### config.mk
export PLATFORM = sky130hd
export DESIGN_NAME = quad_decoder
export DESIGN_NICKNAME = d
export VERILOG_FILES = /design/src/rtl/quad_decoder.sv
export SDC_FILE = /design/constraint.sdc
export NUM_CORES = 1
export LEC_CHECK = 0
export BUFFER_PORTS_ARGS = -buffer_cell sky130_fd_sc_hd__buf_4
export CAP_MARGIN = 30
export CORE_MARGIN = 5
export CORE_UTILIZATION = 53
export CTS_CLUSTER_DIAMETER = 200
export CTS_CLUSTER_SIZE = 14
export DETAILED_ROUTE_END_ITERATION = 10
export PLACE_DENSITY = 0.74
export SLEW_MARGIN = 0
export SYNTH_ARGS = -nofsm -noshare
export SYNTH_HDL_FRONTEND = slang
export SYNTH_SLANG_ARGS = --single-unit
### constraint.sdc
create_clock -name clk -period 2.3 [get_ports clk]
set_input_delay 0.345 -clock clk [delete_from_list [all_inputs] [get_ports clk]]
set_output_delay 0.345 -clock clk [all_outputs]
set_load 0.01 [all_outputs]
### src/rtl/quad_decoder.sv
// Quadrature A/B decoder: per-channel synchroniser and glitch filter, then a
// Gray-code transition decoder driving a wrapping up/down position count.

module quad_chan #(
  parameter int SYNC_STAGES = 2,
  parameter int FILT_LEN    = 3
) (
  input  logic clk,
  input  logic reset,
  input  logic i_async,
  input  logic i_load,
  output logic o_sync,
  output logic o_filt
);
  localparam int K_W = (FILT_LEN > 1) ? $clog2(FILT_LEN) : 1;

  logic [SYNC_STAGES-1:0] r_sync;
  logic                   r_filt;
  logic [K_W-1:0]         r_k;
  logic                   w_s;

  assign w_s = r_sync[SYNC_STAGES-1];

  always_ff @(posedge clk or negedge reset) begin
    if (!reset) r_sync <= '0;
    else        r_sync <= {r_sync[SYNC_STAGES-2:0], i_async};
  end

  // The filtered value only follows the synced value after FILT_LEN
  // consecutive disagreeing cycles; the load bypasses that at start-up.
  always_ff @(posedge clk or negedge reset) begin
    if (!reset) begin
      r_filt <= 1'b0;
      r_k    <= '0;
    end else if (i_load) begin
      r_filt <= w_s;
      r_k    <= '0;
    end else if (w_s == r_filt) begin
      r_k    <= '0;
    end else if (r_k == K_W'(FILT_LEN-1)) begin
      r_filt <= w_s;
      r_k    <= '0;
    end else begin
      r_k    <= r_k + 1'b1;
    end
  end

  assign o_sync = w_s;
  assign o_filt = r_filt;
endmodule

module quad_decoder #(
  parameter int CNT_W       = 4,
  parameter int SYNC_STAGES = 2,
  parameter int FILT_LEN    = 3
) (
  input  logic             clk,
  input  logic             reset,
  input  logic             ch_a,
  input  logic             ch_b,
  input  logic             en,
  input  logic             clr,
  input  logic             err_clr,
  output logic [CNT_W-1:0] count,
  output logic             up_down,
  output logic             step,
  output logic             err
);
  localparam int IC_W = $clog2(SYNC_STAGES+1);

  typedef enum logic [0:0] {ST_INIT, ST_TRACK} state_t;

  state_t            r_state, w_next;
  logic [IC_W-1:0]   r_init_cnt;
  logic [1:0]        w_async, w_sync, w_cur;
  logic [1:0]        r_prev;
  logic              w_load, w_track;
  logic              w_up, w_dn, w_illegal;
  logic [CNT_W-1:0]  r_count;
  logic              r_up_down, r_step, r_err;

  // Bit 1 is channel A, bit 0 is channel B.
  assign w_async = {ch_a, ch_b};

  genvar g;
  generate
    for (g = 0; g < 2; g++) begin : g_chan
      quad_chan #(
        .SYNC_STAGES (SYNC_STAGES),
        .FILT_LEN    (FILT_LEN)
      ) u_chan (
        .clk     (clk),
        .reset   (reset),
        .i_async (w_async[g]),
        .i_load  (w_load),
        .o_sync  (w_sync[g]),
        .o_filt  (w_cur[g])
      );
    end
  endgenerate

  always_ff @(posedge clk or negedge reset) begin
    if (!reset) begin
      r_state    <= ST_INIT;
      r_init_cnt <= '0;
    end else begin
      r_state    <= w_next;
      if (r_state == ST_INIT && r_init_cnt != IC_W'(SYNC_STAGES))
        r_init_cnt <= r_init_cnt + 1'b1;
    end
  end

  always_comb begin
    w_next = r_state;
    case (r_state)
      ST_INIT:  if (r_init_cnt == IC_W'(SYNC_STAGES)) w_next = ST_TRACK;
      ST_TRACK: w_next = ST_TRACK;
      default:  w_next = ST_INIT;
    endcase
  end

  always_comb begin
    w_load  = 1'b0;
    w_track = 1'b0;
    case (r_state)
      ST_INIT:  w_load  = (r_init_cnt == IC_W'(SYNC_STAGES));
      ST_TRACK: w_track = 1'b1;
      default:  ;
    endcase
  end

  // Up order 00->10->11->01->00 means next_up = {~b, a}; down is its inverse.
  assign w_up      = w_track && (w_cur == {~r_prev[0], r_prev[1]});
  assign w_dn      = w_track && (w_cur == {r_prev[0], ~r_prev[1]});
  assign w_illegal = w_track && (&(w_cur ^ r_prev));

  always_ff @(posedge clk or negedge reset) begin
    if (!reset)       r_prev <= 2'b00;
    else if (w_load)  r_prev <= w_sync;
    else if (w_track) r_prev <= w_cur;
  end

  always_ff @(posedge clk or negedge reset) begin
    if (!reset) begin
      r_count   <= '0;
      r_up_down <= 1'b0;
      r_step    <= 1'b0;
    end else if (clr) begin
      r_count   <= '0;
      r_step    <= 1'b0;
    end else if (en && (w_up || w_dn)) begin
      r_count   <= w_up ? r_count + 1'b1 : r_count - 1'b1;
      r_up_down <= w_up;
      r_step    <= 1'b1;
    end else begin
      r_step    <= 1'b0;
    end
  end

  always_ff @(posedge clk or negedge reset) begin
    if (!reset)         r_err <= 1'b0;
    else if (w_illegal) r_err <= 1'b1;
    else if (err_clr)   r_err <= 1'b0;
  end

  assign count   = r_count;
  assign up_down = r_up_down;
  assign step    = r_step;
  assign err     = r_err;
endmodule

==> metrics.log <==
INFO  metric maxSlewViolCount = 0
INFO  metric number_of_fillers_in_the_final_layout = 142
INFO  metric final.setup_skew = 2.074 ps
INFO  metric clock_latency = 300 ps
INFO  metric synth_commonest_cells = sky130_fd_sc_hd__dfrtp_1, sky130_fd_sc_hd__a21oi_1, sky130_fd_sc_hd__inv_1, sky130_fd_sc_hd__o21ai_0
INFO  metric fin_crit_sh = 0.9550
INFO  metric clock_tree_from_tritoncts = yes
INFO  metric via_count = 673
INFO  metric gate_count_after_technology_mapping = 86
INFO  metric initialDrtViolationCount = 15
INFO  metric ys_types = 26
INFO  metric critPathMostFrequentCell = sky130_fd_sc_hd__a21oi_1
INFO  metric post-route-drc-count = 0
INFO  metric layout-area-overhead-vs-synth = 20.30%
INFO  metric ys_warn_count = 0
INFO  metric max_capacitance_violation_total = 0
INFO  metric placed_cell_area = 1132 um^2
INFO  metric drt-pass1-iter-count = 4
INFO  metric worst-endpoint-required = 2500 ps
INFO  metric clock_tree.buffer_depth = 2
INFO  metric start_kind = flip-flop
INFO  metric critical_path.endpoint_type = flip-flop
INFO  metric core_box_area = 1764 um^2
INFO  metric avgRoutedWirePerCell = 14.06 um
INFO  metric routed_wirelength = 1.814 mm
INFO  metric chipWidth = 53.68 um
INFO  metric synth_top_flop_cell = sky130_fd_sc_hd__dfrtp_1
INFO  metric crit_chain = xnor2_1 > nor2_1 > nand2_1 > ha_4 > a21oi_1 > a211o_1 > a21oi_1 > mux2_2
INFO  metric pin_count = 14
INFO  metric finalHoldWorstSlack = 136.1 ps
INFO  metric die_h = ~54 um
INFO  metric run_status = finished clean
INFO  metric multi_input_area = 431.7 um^2
INFO  metric first_global_vias = 674
INFO  metric critical_path.max_fanout = 5
INFO  metric setup-violations-final = 0
INFO  metric ys_async_sr_fraction = 1.000
INFO  metric synth_top_area_frac = 0.5446
INFO  metric power.total = 1707 uW
INFO  metric timing.fmax = 0.4552 GHz
INFO  metric worst-slew-pin-transition = 383.9 ps
INFO  metric design.die.area = 2881 um^2
INFO  metric avgSynthCellArea = around 12 um^2
INFO  metric route.antenna.remaining_nets = 0
INFO  metric worst_hold_path_type = primary input to flip-flop
INFO  metric cpPeakStageDelay = 470 ps
INFO  metric timing.final.hold_violations = 0
INFO  metric synth_nets = 97
INFO  metric period_minus_slack = ~2200 ps
INFO  metric cp_data_arrival_time = 2400 ps
INFO  metric max_vdd_drop = roughly 0.98 mV
INFO  metric floorplan.initialDensity = 0.5730
INFO  metric num_antenna_cells = 0
INFO  metric finalInstanceArea = between 1000 and 1500 um^2
INFO  metric synth_edf_count = 0
INFO  metric worst_slew_slack_as_a_fraction_of_its_limit = 0.7423
INFO  metric global_route.overflow_total = 0
INFO  metric grt_max_degree = 23
INFO  metric grt_resource_usage_total = 0.1452
INFO  metric layout.area.seq = 551.8 um^2
INFO  metric global_route_wire_length_before_repair = 3.029 mm
INFO  metric std_cell_rows = 15
INFO  metric cts_sinks = 22
INFO  metric timing_worst_setup_path_type = flip-flop to flip-flop
INFO  metric h-tree-depth = 1
INFO  metric post-place-ws = 95.08 ps
INFO  metric synth_top_area_cell = sky130_fd_sc_hd__dfrtp_1
INFO  metric grt_antenna_before_repair = 0
INFO  metric mappedNetlistArea = 1011 um^2
INFO  metric ys_seq_area_frac = 0.5446
INFO  metric synth.ff_latch_count = 22
INFO  metric vias_per_cell = 5.217
INFO  metric fraction_of_layout_instances_using_a_drive_strength_above_1 = 0.2981
INFO  metric timing.critical_path.slowest_stage_cell = sky130_fd_sc_hd__dfrtp_2
INFO  metric final_core_utilization = 0.6894
INFO  metric p_leak = 0.0005590 uW
INFO  metric dpl.hpwl = 1.290 mm
INFO  metric placer_s_final_routability_congestion_estimate = 0.7734
INFO  metric clkTransAtPathRegs = 130 ps
INFO  metric finalWorstSetupSlack = 103.4 ps
INFO  metric cts_buf_count = 3
INFO  metric synth_most_common_cell = sky130_fd_sc_hd__dfrtp_1
INFO  metric p_per_area = 1404 nW/um^2
INFO  metric placement.io_buffers = 13
INFO  metric synthTopCellsByArea = sky130_fd_sc_hd__dfrtp_1, sky130_fd_sc_hd__xnor2_1, sky130_fd_sc_hd__ha_1
INFO  metric nNetsFinal = 116
INFO  metric ctsRootBufferMaster = sky130_fd_sc_hd__clkbuf_4
critical path, delay by kind of cell, from the launching register on:
family	cells	cell delay [ps]
xor gates and xnor gates	1	180
adders and majority gates	1	330
AOI/OAI and AO/OA	3	520
muxes	1	350
and+or+nand+nor	2	250
DFF	1	470
per-stage QoR:
step	TNS (ps)	std cells
2_1_floorplan	0	86
3_3_place_gp	0	123
3_5_place_dp	0	123
4_1_cts	0	128
5_1_grt	-22.77	129
6_report	0	129
layout make-up:
class,instances,share of cell area
tap,25,0.02572
inverter,7,0.02160
clock buffer,3,0.01852
clock inverter,1,0.02469
timing repair buffer,16,0.1008
sequential,22,0.4537
multi-input combinational,55,0.3549
flip-flops by register name (all words and copies together), names as in the netlist:
register              cells
g_chan.u_chan.o_filt      2
g_chan.u_chan.r_k         4
up_down                   1
r_state                   1
err                       1
step                      1
r_init_cnt                2
count                     4
r_prev                    2
g_chan.u_chan.r_sync      4
cells by family (layout without fill, tap and decap cells):
| logic type | Yosys count | count (layout) | synth area share |
|---|---|---|---|
| buffers and inverters | 9 | 27 | 0.04084 |
| flip-flops | 22 | 22 | 0.5446 |
| multiplexers | 6 | 6 | 0.06806 |
| AO/OA/AOI/OAI | 15 | 15 | 0.07796 |
| adder cells (fa/ha/maj) | 4 | 4 | 0.05694 |
| XOR/XNOR | 9 | 9 | 0.09282 |
| AND/OR/NAND/NOR | 21 | 21 | 0.1188 |
cells in the final DEF (no fill, tap or decap):
| master | instances |
|---|---|
| sky130_fd_sc_hd__dlygate4sd3_1 | 1 |
| sky130_fd_sc_hd__clkbuf_4 | 3 |
| sky130_fd_sc_hd__or2_2 | 1 |
| sky130_fd_sc_hd__xor2_2 | 2 |
| sky130_fd_sc_hd__xor2_1 | 2 |
| sky130_fd_sc_hd__or3_1 | 1 |
| sky130_fd_sc_hd__nand2_1 | 5 |
| sky130_fd_sc_hd__ha_1 | 2 |
| sky130_fd_sc_hd__xnor2_1 | 5 |
| sky130_fd_sc_hd__a211o_1 | 1 |
| sky130_fd_sc_hd__nor2b_1 | 2 |
| sky130_fd_sc_hd__a21oi_1 | 7 |
| sky130_fd_sc_hd__fa_1 | 1 |
| sky130_fd_sc_hd__bufinv_16 | 1 |
| sky130_fd_sc_hd__mux2_4 | 1 |
| sky130_fd_sc_hd__nor2_1 | 2 |
| sky130_fd_sc_hd__nor3_2 | 1 |
| sky130_fd_sc_hd__or3_2 | 2 |
| sky130_fd_sc_hd__dfrtp_2 | 1 |
| sky130_fd_sc_hd__nor4_1 | 4 |
| sky130_fd_sc_hd__buf_4 | 15 |
| sky130_fd_sc_hd__ha_4 | 1 |
| sky130_fd_sc_hd__nand3b_1 | 1 |
| sky130_fd_sc_hd__nand3_1 | 1 |
| sky130_fd_sc_hd__mux2i_1 | 2 |
| sky130_fd_sc_hd__dfrtp_1 | 21 |
| sky130_fd_sc_hd__mux2_2 | 3 |
| sky130_fd_sc_hd__o21ai_0 | 7 |
| sky130_fd_sc_hd__inv_1 | 7 |
| sky130_fd_sc_hd__nand4_1 | 1 |
report_power, final:
group          switching, uW  internal, uW  total (uW)
combinational            422           394         817
clock                    122           176         298
sequential              92.1           501         593
metal layers:
metal / track usage / wire length [um] / up-vias
met5: 0 / 0 / -
met4: 0.01277 / 0 / 0
met3: 0.03601 / 47 / 0
met2: 0.2419 / 901 / 10
met1: 0.1979 / 865 / 338
li1: - / - / 325
path summary, 6_finish.rpt:
path / start / to / slack (ps) / cells past startpoint
max: g_chan[1].u_chan.o_filt / count[3] / 100 / 8
min: ch_a / g_chan[1].u_chan.r_sync[0] / 140 / 1
max reg2reg: g_chan[1].u_chan.o_filt / count[3] / 100 / 8
min reg2reg: g_chan[1].u_chan.r_sync[0] / g_chan[1].u_chan.r_sync[1] / 370 / 0
max in group asynchronous: reset / g_chan[1].u_chan.o_filt / 1620 / 2
min in group asynchronous: reset / r_prev[1] / 440 / 2
timing repair:
action,in CTS,in global routing
hold buffers,1,0
setup endpoints to repair,0,1
hold endpoints to repair,22,0
buffers inserted,0,1
resized for setup,0,2
Power figures use the tool's default switching activity.
